### src/rtl/munoc_axi_write_arbiter_if.sv
`default_nettype none
// ============================================================================
// Module   : munoc_axi_write_arbiter_if
// Brief    : AW + W channel bundle between NUM_REQ write requesters and the
//            single shared AXI slave write port.
// Revision : 1.0 - initial release
// ============================================================================
interface munoc_axi_write_arbiter_if #(
    parameter int NUM_REQ = 4,
    parameter int BW_AW   = 64,
    parameter int BW_W    = 72
);
    // requester side
    logic [NUM_REQ-1:0]       s_awvalid;
    logic [NUM_REQ-1:0]       s_awready;
    logic [NUM_REQ*BW_AW-1:0] s_awpayload;
    logic [NUM_REQ-1:0]       s_wvalid;
    logic [NUM_REQ-1:0]       s_wready;
    logic [NUM_REQ-1:0]       s_wlast;
    logic [NUM_REQ*BW_W-1:0]  s_wpayload;

    // shared slave side
    logic                     m_awvalid;
    logic                     m_awready;
    logic [BW_AW-1:0]         m_awpayload;
    logic                     m_wvalid;
    logic                     m_wready;
    logic                     m_wlast;
    logic [BW_W-1:0]          m_wpayload;

    // arbiter view: accepts requester traffic, drives the shared port
    modport slave (
        input  s_awvalid, s_awpayload, s_wvalid, s_wlast, s_wpayload,
        input  m_awready, m_wready,
        output s_awready, s_wready,
        output m_awvalid, m_awpayload, m_wvalid, m_wlast, m_wpayload
    );

    // environment view: requesters plus the downstream slave
    modport master (
        output s_awvalid, s_awpayload, s_wvalid, s_wlast, s_wpayload,
        output m_awready, m_wready,
        input  s_awready, s_wready,
        input  m_awvalid, m_awpayload, m_wvalid, m_wlast, m_wpayload
    );
endinterface
`default_nettype wire

### src/rtl/munoc_axi_write_arbiter.sv
`default_nettype none
// ============================================================================
// Module   : munoc_axi_write_arbiter
// Brief    : Round-robin AW arbiter with a registered grant; an order FIFO of
//            accepted AW indices steers the W channel so write data reaches
//            the slave in AW-acceptance order.
// Revision : 1.0 - initial release
// ============================================================================
module munoc_axi_write_arbiter #(
    parameter int NUM_REQ    = 4,
    parameter int BW_AW      = 64,
    parameter int BW_W       = 72,
    parameter int FIFO_DEPTH = 4,
    parameter int BW_IDX     = 2
) (
    input  wire logic                  clk,
    input  wire logic                  rstnn,
    munoc_axi_write_arbiter_if.slave   bus,
    output logic                       busy
);

    localparam int c_PTR_W = $clog2(FIFO_DEPTH);
    localparam int c_CNT_W = c_PTR_W + 1;
    localparam logic [c_CNT_W-1:0] c_DEPTH    = c_CNT_W'(FIFO_DEPTH);
    localparam logic [BW_IDX-1:0]  c_LAST_IDX = BW_IDX'(NUM_REQ - 1);

    typedef enum logic [0:0] {
        ST_IDLE  = 1'b0,
        ST_GRANT = 1'b1
    } state_t;

    state_t              r_state;
    state_t              w_state_nxt;
    logic [BW_IDX-1:0]   r_gnt_idx;
    logic [BW_IDX-1:0]   r_rr_ptr;
    logic [BW_IDX-1:0]   w_cand;
    logic [BW_IDX-1:0]   w_pick_idx;
    logic                w_pick_vld;

    logic [BW_IDX-1:0]   r_fifo_mem [FIFO_DEPTH];
    logic [c_PTR_W-1:0]  r_wr_ptr;
    logic [c_PTR_W-1:0]  r_rd_ptr;
    logic [c_CNT_W-1:0]  r_count;
    logic                w_fifo_empty;
    logic                w_fifo_full;
    logic [BW_IDX-1:0]   w_head;

    logic                w_aw_hs;
    logic                w_pop;

    assign w_fifo_empty = (r_count == '0);
    assign w_fifo_full  = (r_count == c_DEPTH);
    assign w_head       = r_fifo_mem[r_rd_ptr];
    assign w_aw_hs      = bus.m_awvalid & bus.m_awready;
    assign w_pop        = bus.m_wvalid & bus.m_wready & bus.m_wlast;
    assign busy         = (r_state == ST_GRANT) | ~w_fifo_empty;

    // Round-robin search: walk offsets from the far end so the closest
    // request at or after rr_ptr is the one left standing.
    always_comb begin
        w_cand     = '0;
        w_pick_vld = 1'b0;
        w_pick_idx = '0;
        for (int j = NUM_REQ - 1; j >= 0; j--) begin
            w_cand = BW_IDX'((int'(r_rr_ptr) + j) % NUM_REQ);
            if (bus.s_awvalid[w_cand]) begin
                w_pick_vld = 1'b1;
                w_pick_idx = w_cand;
            end
        end
    end

    // AW state register
    always_ff @(posedge clk) begin
        if (!rstnn) begin
            r_state <= ST_IDLE;
        end else begin
            r_state <= w_state_nxt;
        end
    end

    // AW next state and AW outputs, all derived from registered grant state
    always_comb begin
        w_state_nxt     = r_state;
        bus.m_awvalid   = 1'b0;
        bus.m_awpayload = '0;
        bus.s_awready   = '0;
        case (r_state)
            ST_IDLE: begin
                if (w_pick_vld && !w_fifo_full) begin
                    w_state_nxt = ST_GRANT;
                end
            end
            ST_GRANT: begin
                bus.m_awvalid = 1'b1;
                for (int r = 0; r < NUM_REQ; r++) begin
                    if (BW_IDX'(r) == r_gnt_idx) begin
                        bus.m_awpayload = bus.s_awpayload[r*BW_AW +: BW_AW];
                        bus.s_awready[r] = bus.m_awready;
                    end
                end
                if (bus.m_awready) begin
                    w_state_nxt = ST_IDLE;
                end
            end
            default: w_state_nxt = ST_IDLE;
        endcase
    end

    // Grant index is frozen on entry to GRANT; rr_ptr advances past the winner
    always_ff @(posedge clk) begin
        if (!rstnn) begin
            r_gnt_idx <= '0;
            r_rr_ptr  <= '0;
        end else begin
            if (r_state == ST_IDLE && w_state_nxt == ST_GRANT) begin
                r_gnt_idx <= w_pick_idx;
            end
            if (w_aw_hs) begin
                r_rr_ptr <= (r_gnt_idx == c_LAST_IDX) ? '0 : r_gnt_idx + 1'b1;
            end
        end
    end

    // Order FIFO pointers and occupancy; push on AW handshake, pop on last W beat
    always_ff @(posedge clk) begin
        if (!rstnn) begin
            r_wr_ptr <= '0;
            r_rd_ptr <= '0;
            r_count  <= '0;
        end else begin
            if (w_aw_hs) begin
                r_wr_ptr <= r_wr_ptr + 1'b1;
            end
            if (w_pop) begin
                r_rd_ptr <= r_rd_ptr + 1'b1;
            end
            case ({w_aw_hs, w_pop})
                2'b10:   r_count <= r_count + 1'b1;
                2'b01:   r_count <= r_count - 1'b1;
                default: r_count <= r_count;
            endcase
        end
    end

    // Order FIFO storage; contents are meaningless while count is zero
    always_ff @(posedge clk) begin
        if (w_aw_hs) begin
            r_fifo_mem[r_wr_ptr] <= r_gnt_idx;
        end
    end

    // W steering from the FIFO head; nothing passes while the FIFO is empty
    always_comb begin
        bus.m_wvalid   = 1'b0;
        bus.m_wlast    = 1'b0;
        bus.m_wpayload = '0;
        bus.s_wready   = '0;
        if (!w_fifo_empty) begin
            for (int r = 0; r < NUM_REQ; r++) begin
                if (BW_IDX'(r) == w_head) begin
                    bus.m_wvalid    = bus.s_wvalid[r];
                    bus.m_wlast     = bus.s_wlast[r];
                    bus.m_wpayload  = bus.s_wpayload[r*BW_W +: BW_W];
                    bus.s_wready[r] = bus.m_wready;
                end
            end
        end
    end

endmodule
`default_nettype wire

### src/flat_wrapper.sv
// flat-port wrapper written by rule: the top's interface ports become plain ports
module munoc_axi_write_arbiter_flat 
#(
    parameter int NUM_REQ    = 4,
    parameter int BW_AW      = 64,
    parameter int BW_W       = 72,
    parameter int FIFO_DEPTH = 4,
    parameter int BW_IDX     = 2
)
  (clk, rstnn, busy, bus_s_awvalid, bus_s_awpayload, bus_s_wvalid, bus_s_wlast, bus_s_wpayload, bus_m_awready, bus_m_wready, bus_s_awready, bus_s_wready, bus_m_awvalid, bus_m_awpayload, bus_m_wvalid, bus_m_wlast, bus_m_wpayload);
  munoc_axi_write_arbiter_if #(.NUM_REQ(NUM_REQ), .BW_AW(BW_AW), .BW_W(BW_W)) bus_i ();
  input  wire logic clk;
  input  wire logic rstnn;
  output logic busy;
  input wire logic [$bits(bus_i.s_awvalid)-1:0] bus_s_awvalid;
  input wire logic [$bits(bus_i.s_awpayload)-1:0] bus_s_awpayload;
  input wire logic [$bits(bus_i.s_wvalid)-1:0] bus_s_wvalid;
  input wire logic [$bits(bus_i.s_wlast)-1:0] bus_s_wlast;
  input wire logic [$bits(bus_i.s_wpayload)-1:0] bus_s_wpayload;
  input wire logic [$bits(bus_i.m_awready)-1:0] bus_m_awready;
  input wire logic [$bits(bus_i.m_wready)-1:0] bus_m_wready;
  output wire logic [$bits(bus_i.s_awready)-1:0] bus_s_awready;
  output wire logic [$bits(bus_i.s_wready)-1:0] bus_s_wready;
  output wire logic [$bits(bus_i.m_awvalid)-1:0] bus_m_awvalid;
  output wire logic [$bits(bus_i.m_awpayload)-1:0] bus_m_awpayload;
  output wire logic [$bits(bus_i.m_wvalid)-1:0] bus_m_wvalid;
  output wire logic [$bits(bus_i.m_wlast)-1:0] bus_m_wlast;
  output wire logic [$bits(bus_i.m_wpayload)-1:0] bus_m_wpayload;
  assign bus_i.s_awvalid = bus_s_awvalid;
  assign bus_i.s_awpayload = bus_s_awpayload;
  assign bus_i.s_wvalid = bus_s_wvalid;
  assign bus_i.s_wlast = bus_s_wlast;
  assign bus_i.s_wpayload = bus_s_wpayload;
  assign bus_i.m_awready = bus_m_awready;
  assign bus_i.m_wready = bus_m_wready;
  assign bus_s_awready = bus_i.s_awready;
  assign bus_s_wready = bus_i.s_wready;
  assign bus_m_awvalid = bus_i.m_awvalid;
  assign bus_m_awpayload = bus_i.m_awpayload;
  assign bus_m_wvalid = bus_i.m_wvalid;
  assign bus_m_wlast = bus_i.m_wlast;
  assign bus_m_wpayload = bus_i.m_wpayload;
  munoc_axi_write_arbiter #(.NUM_REQ(NUM_REQ), .BW_AW(BW_AW), .BW_W(BW_W), .FIFO_DEPTH(FIFO_DEPTH), .BW_IDX(BW_IDX)) u_core (.clk(clk), .rstnn(rstnn), .bus(bus_i), .busy(busy));
endmodule
### config.mk
export PLATFORM = sky130hd
export DESIGN_NAME = munoc_axi_write_arbiter_flat
export DESIGN_NICKNAME = d
export VERILOG_FILES = /design/src/rtl/munoc_axi_write_arbiter_if.sv /design/src/rtl/munoc_axi_write_arbiter.sv /design/src/flat_wrapper.sv
export SDC_FILE = /design/constraint.sdc
export NUM_CORES = 1
export LEC_CHECK = 0
export CORE_AREA = 2 2 275 277
export CTS_BUF_LIST = sky130_fd_sc_hd__clkbuf_2
export DETAILED_ROUTE_END_ITERATION = 10
export DIE_AREA = 0 0 277 279
export PLACE_DENSITY = 0.38
export SYNTH_ARGS = -nofsm -noshare
export SYNTH_HDL_FRONTEND = slang
export SYNTH_SLANG_ARGS = --single-unit
### constraint.sdc
create_clock -name clk -period 3.2 [get_ports clk]
set_clock_uncertainty 0.1 [all_clocks]
set_input_delay 0.32 -clock clk [delete_from_list [all_inputs] [get_ports clk]]
set_output_delay 0.32 -clock clk [all_outputs]
set_load 0.005 [all_outputs]
==> results of run 1 <==
path summary, 6_finish.rpt:
check,end
worst max-delay path,bus_m_wpayload[44]
worst min-delay path,u_core.r_rd_ptr[1]$_SDFFE_PN0P_
worst max register to register,u_core.r_count[2]$_SDFFE_PN0P_
worst min register to register,u_core.r_rd_ptr[1]$_SDFFE_PN0P_
synth_stat cells, types with 3 or more instances:
cell type and instances:
nand2_1 81, and2_1 79, mux4_2 78, inv_1 71, clkbuf_1 69, a211o_1 67
a21boi_1 64, a221oi_1 64, nor2b_1 64, dfxtp_1 14, a21oi_1 10, and3_1 10
buf_2 8, edfxtp_1 8, ha_1 8, nor2_1 8, buf_1 7, nor3_1 7
nand3_1 6, buf_6 4, mux2i_1 3, nand2b_1 3
metal layers:
metal	vias to the layer above	track usage, %
li1	4195	-
met1	4349	13.8
met2	496	26.9
met3	52	3.56
met4	2	1.95
met5	-	0
cell families (layout without fill, tap and decap cells):
| logic type | after synthesis | in the layout | synth area share (%) |
|---|---|---|---|
| AND/OR/NAND/NOR | 267 | 267 | 23.1 |
| multiplexers | 81 | 81 | 28.6 |
| adder cells (fa/ha/maj) | 9 | 9 | 1.92 |
| XOR/XNOR | 1 | 1 | 0.140 |
| flip-flops | 22 | 22 | 8.33 |
| buffers and inverters | 159 | 847 | 10.2 |
| AO/OA/AOI/OAI | 213 | 213 | 27.8 |
| other | 0 | 9 | 0 |
worst reg2reg max path: cells and delay by family (launching register included):
kind                       cells  cell delay, ps
muxes                          2            1160
and+or+nand+nor                3             640
adders and majority gates      1             400
DFF                            1             390
AOI/OAI and AO/OA              1             260
buffers and inverters          1             110
per-stage QoR:
stage | std cells | utilization [%]
floorplan | 752 | -
global placement | 2377 | 19.7
detailed placement | 2377 | 19.7
CTS | 2392 | 20.0
global route | 2414 | 20.4
finish | 2418 | 20.4
what timing repair did:
item	CTS	global route
pin swaps	2	4
gates cloned	3	5
hold buffers	0	0
gates resized for setup	68	87
setup buffers	8	13
setup endpoints to repair	137	90
state kept, by name (all words and copies together) (netlist names), named ones only:
signal and count:
u_core.r_rd_ptr 2, u_core.r_count 3, u_core.r_fifo_mem 8, u_core.r_rr_ptr 2, u_core.r_state 1, u_core.r_wr_ptr 2, u_core.r_gnt_idx 2
cell type report:
| class | instances | area [um^2] |
|---|---|---|
| fill | 8200 | 59000 |
| inverter | 71 | 267 |
| sequential | 22 | 531 |
| timing repair buffer | 772 | 7860 |
| clock inverter | 1 | 30.0 |
| clock buffer | 3 | 15.0 |
| tap | 969 | 1210 |
| antenna | 9 | 22.5 |
| multi-input combinational | 571 | 5180 |
where the power goes:
group	total [mW]	leakage (nW)	switching, mW	internal (mW)
Sequential	0.318	0.190	0.0151	0.303
Combinational	2.36	5.82	0.871	1.49
Clock	0.197	0.0267	0.0895	0.108
Total	2.87	6.04	0.975	1.90
==> summary.md, run 1 <==
| Metric | Value |
|---|---|
| Detailed Route WL | around 56 mm |
| Area delta synth->final | 142% |
| DRT antenna net count | 0 |
| CP peak stage delay | just over 700 ps |
| Slowest cell on the critical path | mux4_4 |
| MaxCap Viol Count | 0 |
| Largest net degree at the start of global routing | 80 |
| Startpoint class of the critical path | register |
| Post-Synthesis Cells | approximately 750 |
| Die Footprint | 0.0773 mm^2 |
| R2R depth | 8 |
| Setup violators final | 0 |
| Hpwl dp | 46.5 mm |
| EDFF count, synth | 8 |
| Levels on crit path | 5 |
| DR WL/cell | roughly 23 um |
| DP Area | 0.0146 mm^2 |
| Most frequent cells in the layout | clkdlybuf4s50_1, nand2_1, mux4_2 |
| CP Buf/Inv Count | 2 |
| Final nets | around 2.0k |
| Clk sinks | 22 |
| Clk root buf | clkbuf_2 |
| Max VDD drop | about 0.13 mV |
| Pre-antenna DRT Iters | 4 |
| # rows | 100 |
| Ys Warns | 0 |
| Worst Max-Slew Pin Slew | around 610 ps |
| Top post-synthesis cells by area | mux4_2, a211o_1, a221oi_1 |
| CTS tree | built |
| Fin crit share | 99.8% |
| Setup ws final | 5.62 ps |
| Place WS | 109 ps |
| Period minus WS final | 3190 ps |
| WHS | just over 400 ps |
| CP delay by family, top | multiplexers |
| Clock Path Buffers | 2 |
| Iter 0 DRT Violations | approximately 340 |
| Critical path class | register to primary output |
| Outcome | finished, final reports clean |
| Cell variety after synth | 38 |
| Fin. Hold Viols | 0 |
| Initial antenna violation count | 25 |
| All-Layer GR Usage | about an eighth |
| Worst-path clk slew | approximately 220 ps |
| Power, Total | between 2 and 3 mW |
| Setup TNS | 0 ps |
| Commonest non-fill, non-tap cell in the layout | clkdlybuf4s50_1 |
| Achievable Freq | 313 MHz |
| Yosys reg bits | 22 |
| WP data arrival | between 2000 and 3000 ps |
| H-tree levels | 1 |
| Worst hold path class | register to register |
| Leak pwr | 6.04 nW |
| Fin. max-slew vios | 0 |
| Vias/cell | 3.76 |
| Met3 routed WL | 4.20 mm |
| FFs w/ async S/R, synth | 0% |
| Post-synth top flop | dfxtp_1 |
| RSZ-0062 raised after global routing | yes |
| WL met1 | 20.3 mm |
| Die H | about 280 um |
| Yosys top cell area share | 28.1% |
| Crit path required time | 2780 ps |
| Port bufs | 707 |
| Worst setup path startpoint | u_core.r_fifo_mem[3][0]$_DFFE_PP_ |
| Share of post-route cells with drive strength above 1 | 12.9% |
| Met2 wire length | 31.2 mm |
| Synth Area per Inst | 8.31 um^2 |
| Die extent in x | 277 um |
| I/O pin total | 708 |
| CP cell instances | mux4_4, buf_16, mux4_2, and2_1, clkdlybuf4s50_1 |
| First-pass GRT wire length | 75.2 mm |
| Top sig layer | met5 |
| Post-route cell area | 0.0151 mm^2 |
| Crit-path max FO | 5 |
| Hold_sp | u_core.r_rd_ptr[1]$_SDFFE_PN0P_ |
| GPL Wtd Cong | 0.857 |
| Via count | 9094 |
| Reg2reg setup slack | ~90 ps |
| Number of global-route vias before repair | 9679 |
| Worst skew pair latency | 340 ps |
| Starting Density | 8.44% |
| Syn_nets | 1321 |
| Worst setup EP type | primary output |
| Grt total ovfl | 0 |
| Normalized max-slew margin | approximately three fifths |
| DRC viols | 0 |
| Core ar. | 0.0741 mm^2 |
| CTS buffer count | 3 |
| PwrDens | around 190 mW/mm^2 |
| Seq/Total Area, Yosys | under 10% |
| Post-synth top area cell | mux4_2 |
| WHS Path Cells | 2 |
| Mapped cell area | 0.00625 mm^2 |
Note: power is estimated with default switching activity, not from simulation.
==> inputs of run 2 (changes only) <==
Settings changed: ABC_AREA set to 0, CORE_AREA 2 2 275 277 to 2 2 276 278, DIE_AREA 0 0 277 279 to 0 0 278 280, PLACE_DENSITY 0.38 to 0.39.
Clock period 3.2 ns to 3.8 ns, I/O delays scaled along.
==> run 2 against run 1 <==
  * Clock power fell by 49%
  * Critical endpoint is now bus_m_wpayload[38]
  * Register-to-register slack improved by 440 ps
  * Die area rose by 0.72%
  * Combinational power fell by 19%
  * Hold slack got worse by 1.1 ps
  * Sequential share of layout area rose by 0.068 points
  * Critical path type unchanged
  * Largest power group unchanged
  * Core utilization fell by 1.0 points
==> summary.md, run 2 (synthesis gave the netlist of run 1 again) <==
| Metric | Value |
|---|---|
| MaxCap Viol Count | 0 (unchanged) |
| Fin. max-slew vios | 0 (unchanged) |
| Fin. Hold Viols | 0 (unchanged) |
| WHS Path Cells | 2 (unchanged) |
| Area delta synth->final | 133% (was 142%) |
| Clock Path Buffers | 2 (unchanged) |
| Hpwl dp | 44.8 mm (was 46.5 mm) |
| Worst skew pair latency | 340 ps (about the same) |
| Biggest regs | u_core.r_fifo_mem x8, u_core.r_count x3 (unchanged) |
| Commonest non-fill, non-tap cell in the layout | clkdlybuf4s50_1 (unchanged) |
| Worst Max-Slew Pin Slew | 711 ps (was 614 ps) |
| Clk root buf | clkbuf_2 (unchanged) |
| First-pass GRT wire length | 69.8 mm (was 75.2 mm) |
| Hold Crit Endpoint | u_core.r_rd_ptr[1]$_SDFFE_PN0P_ (unchanged) |
| Fin crit share | 94.3% |
| GPL Wtd Cong | 0.814 (was 0.857) |
| Via count | 8847 (was 9094) |
| Largest net degree at the start of global routing | 80 (unchanged) |
| Setup violators final | 0 (unchanged) |
| Outcome | finished, final reports clean (unchanged) |
| Grt total ovfl | 0 (unchanged) |
| DRC viols | 0 (unchanged) |
| Hold_buf cts | 0 (unchanged) |
| All-Layer GR Usage | 12.3% (was 13.3%) |
| Power, Total | 2.27 mW (was 2.87 mW) |
| # rows | 101 (was 100) |
| Pre-antenna DRT Iters | 4 (unchanged) |
| Worst-path clk slew | 220 ps (about the same) |
| Initial antenna violation count | 28 (was 25) |
| DP Area | 0.0145 mm^2 (was 0.0146 mm^2) |
| Critical path class | register to primary output (unchanged) |
| I/O pin total | 708 (unchanged) |
| Reg2reg setup slack | 530 ps (was 90 ps) |
| Worst hold path class | register to register (unchanged) |
| Max VDD drop | 0.107 mV (was 0.130 mV) |
| CTS tree | built (unchanged) |
| Final nets | 1975 (was 2010) |
| Setup TNS | 0 ps (unchanged) |
| Leak pwr | 5.22 nW (was 6.04 nW) |
| H-tree levels | 1 (unchanged) |
| Port bufs | 707 (unchanged) |
| DR WL/cell | 21.5 um (was 23.4 um) |
| Vias/cell | 3.70 (was 3.76) |
| Normalized max-slew margin | 52.6% (was 58.9%) |
| Number of cells upsized or downsized after cts | 0 (was 68) |
| Hold_sp | u_core.r_rd_ptr[1]$_SDFFE_PN0P_ (unchanged) |
| Starting Density | 8.32% (was 8.44%) |
| Number of global-route vias before repair | 9398 (was 9679) |
| Startpoint class of the critical path | register (unchanged) |
| Die H | 280 um (was 279 um) |
| Core ar. | 0.0752 mm^2 (was 0.0741 mm^2) |
| RSZ-0062 raised after global routing | no (was yes) |
| Achievable Freq | around 280 MHz |
| Core occupancy in the finished layout | 19.4% (was 20.4%) |
| PwrDens | 155 mW/mm^2 (was 190 mW/mm^2) |
| R2R depth | 8 (unchanged) |
| Largest register FFs | 8 (unchanged) |
| Share of post-route cells with drive strength above 1 | 8.40% (was 12.9%) |
| Die extent in x | 278 um (was 277 um) |
| CTS buffer count | 3 (unchanged) |
| Clk sinks | 22 (unchanged) |
| Post-route cell area | 0.0146 mm^2 (was 0.0151 mm^2) |
| Crit-path max FO | 49 (was 5) |
| Iter 0 DRT Violations | 289 (was 341) |
| Worst setup EP type | primary output (unchanged) |
| Die Footprint | 0.0778 mm^2 (was 0.0773 mm^2) |
| Detailed Route WL | 51.2 mm (was 56.5 mm) |
| Most frequent cells in the layout | clkdlybuf4s50_1, nand2_1, and2_1 (was clkdlybuf4s50_1, nand2_1, mux4_2) |
| Crit Reg-Reg Endpoint | u_core.r_count[2]$_SDFFE_PN0P_ (unchanged) |
| Period minus WS final | 3580 ps |
| WP data arrival | 3100 ps (was 2770 ps) |
| Crit path required time | 3320 ps (was 2780 ps) |
| DRT antenna net count | 0 (unchanged) |
| Top reg by flops | u_core.r_fifo_mem (unchanged) |
## run 2: changes by cell type in the layout (fill, tap and decap cells not counted), moves of 3 or more
cell / change
clkdlybuf4s50_1: +77
dlygate4sd2_1: -30
dlymetal6s2s_1: -21
clkbuf_2: -18
buf_4: -10
buf_6: -10
clkdlybuf4s15_1: -8
and2_1: +6
and2_4: -6
buf_16: -6
clkbuf_16: -4
diode_2: -4
dfxtp_1: +3
## run 2: cell type report
cell class,count,area (um^2)
Antenna cell,5,12.5
Clock buffer,3,15.0
Clock inverter,1,3.75
Fill cell,8367,60600
Inverter,71,267
Multi-Input combinational cell,571,5140
Sequential cell,22,522
Tap cell,978,1220
Timing Repair Buffer,737,7400
## run 2: through the flow
stage,hold slack (ps),setup WS (ps),std cells
final,403,217,2388
after global routing,442,2.57,2385
after CTS,405,60.8,2374
after detailed placement,379,488,2370
after global placement,362,518,2370
after floorplan,352,817,752
## run 2: timing repair
| action | 4_1_cts | 5_1_grt |
|---|---|---|
| endpoints found under the setup margin | 0 | 6 |
| setup buffers | 0 | 9 |
| hold endpoints to repair | 0 | 0 |
## run 2: layer usage
layer / vias up / track usage, % / wire, um
li1: 4109 / - / -
met1: 4180 / 12.4 / 18100
met2: 494 / 25.7 / 28600
met4: 8 / 1.04 / 752
met3: 56 / 3.12 / 3720
met5: - / 0 / 50
## run 2: worst max-delay path by stage
stage / startpoint / to / slack [ps] / depth (start not counted)
finish: register / bus_m_wpayload[38] / 220 / 5
detailed placement: register / bus_m_wpayload[38] / 490 / 5
global placement: register / bus_m_wpayload[38] / 520 / 5
global route: u_core.r_gnt_idx[0]$_SDFFE_PN0P_ / bus_m_awpayload[52] / 3 / 6
CTS: register / bus_m_wpayload[38] / 60 / 5
floorplan: register / u_core.r_count[2]$_SDFFE_PN0P_ / 820 / 9
## run 2: worst max-delay path, cell delays in order, from the launching register on
cell             delay, ps
dfxtp_1                430
mux4_4                 800
buf_12                 270
mux4_2                 540
and2_1                 190
clkdlybuf4s50_1        470
## run 2: power breakdown
group | switching [mW] | total, mW | internal (mW)
Combinational | 0.670 | 1.90 | 1.23
Clock | 0.0771 | 0.100 | 0.0229
Sequential | 0.0167 | 0.272 | 0.255
Total | 0.764 | 2.27 | 1.50
==> inputs of run 3 (changes only) <==
==> constraint.sdc (replaced) <==
create_clock -name clk -period 3.8 [get_ports clk]
set_clock_uncertainty 0.1 [all_clocks]
set_input_delay 1.14 -clock clk [delete_from_list [all_inputs] [get_ports clk]]
set_output_delay 1.14 -clock clk [all_outputs]
set_load 0.005 [all_outputs]
==> run 3 against run 2 <==
  * The flow now finishes with violations (setup timing)
  * Combinational power increased by 16%
  * Die area unchanged
  * Sequential share of layout area decreased by 0.32 points
  * Cell count increased by 4.1%
  * Sequential power increased by 1%
  * Global-route usage increased by 0.80 points
==> summary.md, run 3 (synthesis gave the netlist of run 1 again) <==
| Metric | Value |
|---|---|
| Number of global-route vias before repair | 9945 (was 9398) |
| Hold_buf cts | 0 (unchanged) |
| CP cell instances | mux4_4, buf_12, buf_16, buf_16, buf_12, mux4_2, and2_4, buf_6 (was mux4_4, buf_12, mux4_2, and2_1, clkdlybuf4s50_1) |
| Die Footprint | 0.0778 mm^2 (unchanged) |
| Post-route cell area | 0.0161 mm^2 (was 0.0146 mm^2) |
| # rows | 101 (unchanged) |
| Via count | 9450 (was 8847) |
| WHS | 401 ps (was 403 ps) |
| H-tree levels | 1 (unchanged) |
| Biggest regs | u_core.r_fifo_mem x8, u_core.r_count x3 (unchanged) |
| Failing checks | setup timing |
| Largest net degree at the start of global routing | 78 (was 80) |
| Clk root buf | clkbuf_2 (unchanged) |
| Initial antenna violation count | 23 (was 28) |
| Final Instance Count excl. Fillers | 2487 (was 2388) |
| Fin. max-slew vios | 0 (unchanged) |
| CTS tree | built (unchanged) |
| Period minus WS final | 3940 ps (was 3580 ps) |
| DR WL/cell | 22.9 um (was 21.5 um) |
| Largest register FFs | 8 (unchanged) |
| WP data arrival | 2700 ps (was 3100 ps) |
| Crit path required time | 2560 ps (was 3320 ps) |
| CTS buffer count | 3 (unchanged) |
| DRC viols | 0 (unchanged) |
| Final nets | 2073 (was 1975) |
| Core occupancy in the finished layout | 21.4% (was 19.4%) |
| Worst setup EP type | primary output (unchanged) |
| PwrDens | 164 mW/mm^2 (was 155 mW/mm^2) |
| Core ar. | 0.0752 mm^2 (unchanged) |
| Worst-path clk slew | 210 ps (was 220 ps) |
| Fin. Hold Viols | 0 (unchanged) |
| Most frequent cells in the layout | clkdlybuf4s50_1, nand2_1, mux4_2 (was clkdlybuf4s50_1, nand2_1, and2_1) |
| Starting Density | 8.32% (unchanged) |
| Setup violators final | 71 (was 0) |
| Top reg by flops | u_core.r_fifo_mem (unchanged) |
| Hold_sp | u_core.r_rd_ptr[1]$_SDFFE_PN0P_ (unchanged) |
| DP Area | 0.0150 mm^2 (was 0.0145 mm^2) |
| Critical path class | register to primary output (unchanged) |
| Hpwl dp | 45.2 mm (was 44.8 mm) |
| Share of post-route cells with drive strength above 1 | 26.5% (was 8.40%) |
| CP peak stage delay | 650 ps (was 800 ps) |
| Place WS | -414 ps (was 488 ps) |
| Number of fill cells | 8289 (was 8367) |
| Startpoint class of the critical path | register (unchanged) |
| Die H | 280 um (unchanged) |
| Vias/cell | 3.80 (was 3.70) |
| Worst Max-Slew Pin Slew | 703 ps (was 711 ps) |
| Fin crit share | 104% (was 94.3%) |
| Grt total ovfl | 0 (unchanged) |
| Commonest non-fill, non-tap cell in the layout | clkdlybuf4s50_1 (unchanged) |
| Port bufs | 707 (unchanged) |
| MaxCap Viol Count | 0 (unchanged) |
| Worst setup path startpoint | u_core.r_fifo_mem[3][0]$_DFFE_PP_ |
| DRT antenna net count | 0 (unchanged) |
| GPL Wtd Cong | 0.837 (was 0.814) |
| Crit-path max FO | 7 (was 49) |
| Area delta synth->final | 158% (was 133%) |
| CP Buf/Inv Count | 5 (was 2) |
| Detailed Route WL | 56.9 mm (was 51.2 mm) |
| Clock Path Buffers | 2 (unchanged) |
| Slowest cell on the critical path | mux4_4 (unchanged) |
| I/O pin total | 708 (unchanged) |
| Worst hold path class | register to register (unchanged) |
| Setup ws final | -137 ps (was 217 ps) |
| Worst skew pair latency | 340 ps (about the same) |
| Max VDD drop | 0.115 mV (was 0.107 mV) |
| Leak pwr | 6.52 nW (was 5.22 nW) |
| All-Layer GR Usage | 13.1% (was 12.3%) |
| Clk sinks | 22 (unchanged) |
| RSZ-0062 raised after global routing | yes (was no) |
| Pre-antenna DRT Iters | 5 (was 4) |
| Normalized max-slew margin | 53.1% (was 52.6%) |
| Iter 0 DRT Violations | 325 (was 289) |
| CP delay by family, top | multiplexers (unchanged) |
| Placed insts | 2422 (was 2370) |
| Outcome | complete, but fails checks (was finished, final reports clean) |
| Die extent in x | 278 um (unchanged) |
| Achievable Freq | 254 MHz (was 279 MHz) |
| First-pass GRT wire length | 74.5 mm (was 69.8 mm) |
[run 3: changes by cell type in the layout (fill, tap and decap cells not counted), sizes merged]
cell and change:
clkinv -1, dlymetal6s2s +5, dlygate4sd2 +29, buf +152, clkbuf +41, bufbuf +2, clkdlybuf4s15 +17, bufinv +1
diode +1, clkdlybuf4s50 -148
[run 3: per-stage QoR]
| step | total power, mW | TNS (ps) |
|---|---|---|
| floorplan | 1.02 | 0 |
| global placement | 2.28 | -24010 |
| detailed placement | 2.28 | -24150 |
| CTS | 2.56 | -5040 |
| global route | 2.80 | -10350 |
| finish | 2.64 | -4250 |
[run 3: layer usage]
layer,track usage [%],part of all wire (%)
met4,2.36,2.6
met5,0,0
met3,2.88,6.6
met2,27.0,56
met1,13.3,35
[run 3: path summary, 6_finish.rpt]
path	end	slack, ps	cells after the start
worst min register to register	register	400	2
worst max-delay path	bus_m_wpayload[62]	-140	8
worst max register to register	u_core.r_count[2]$_SDFFE_PN0P_	220	11
worst min-delay path	register	400	2
[run 3: area by class of cell]
class                   count  area (um^2)  share of cell area, %
flip-flops and latches     22          524                   3.26
well taps                 978         1220                   7.60
diodes                      6         15.0                 0.0932
clock inverters             1         30.0                  0.186
multi-input cells         571         5400                   33.5
repair buffers            835         8630                   53.6
clock buffers               3         15.0                 0.0932
inverters                  71          267                   1.65
[run 3: power breakdown]
part	switching, mW	internal (mW)	total (mW)
clock	0.0755	0.0907	0.166
sequential	0.0204	0.255	0.276
combinational	0.793	1.40	2.20
total	0.889	1.75	2.64
[run 3: timing repair]
action,CTS,global route
pin swaps,17,11
setup endpoints to repair,140,120
resized for setup,454,144
buffers inserted,27,12
gates cloned,9,13
[run 3: tightest hold or removal path, stage by stage, from the launching register on]
cell     delay, ps
dfxtp_1        360
nand2_1         70
mux2i_1         60
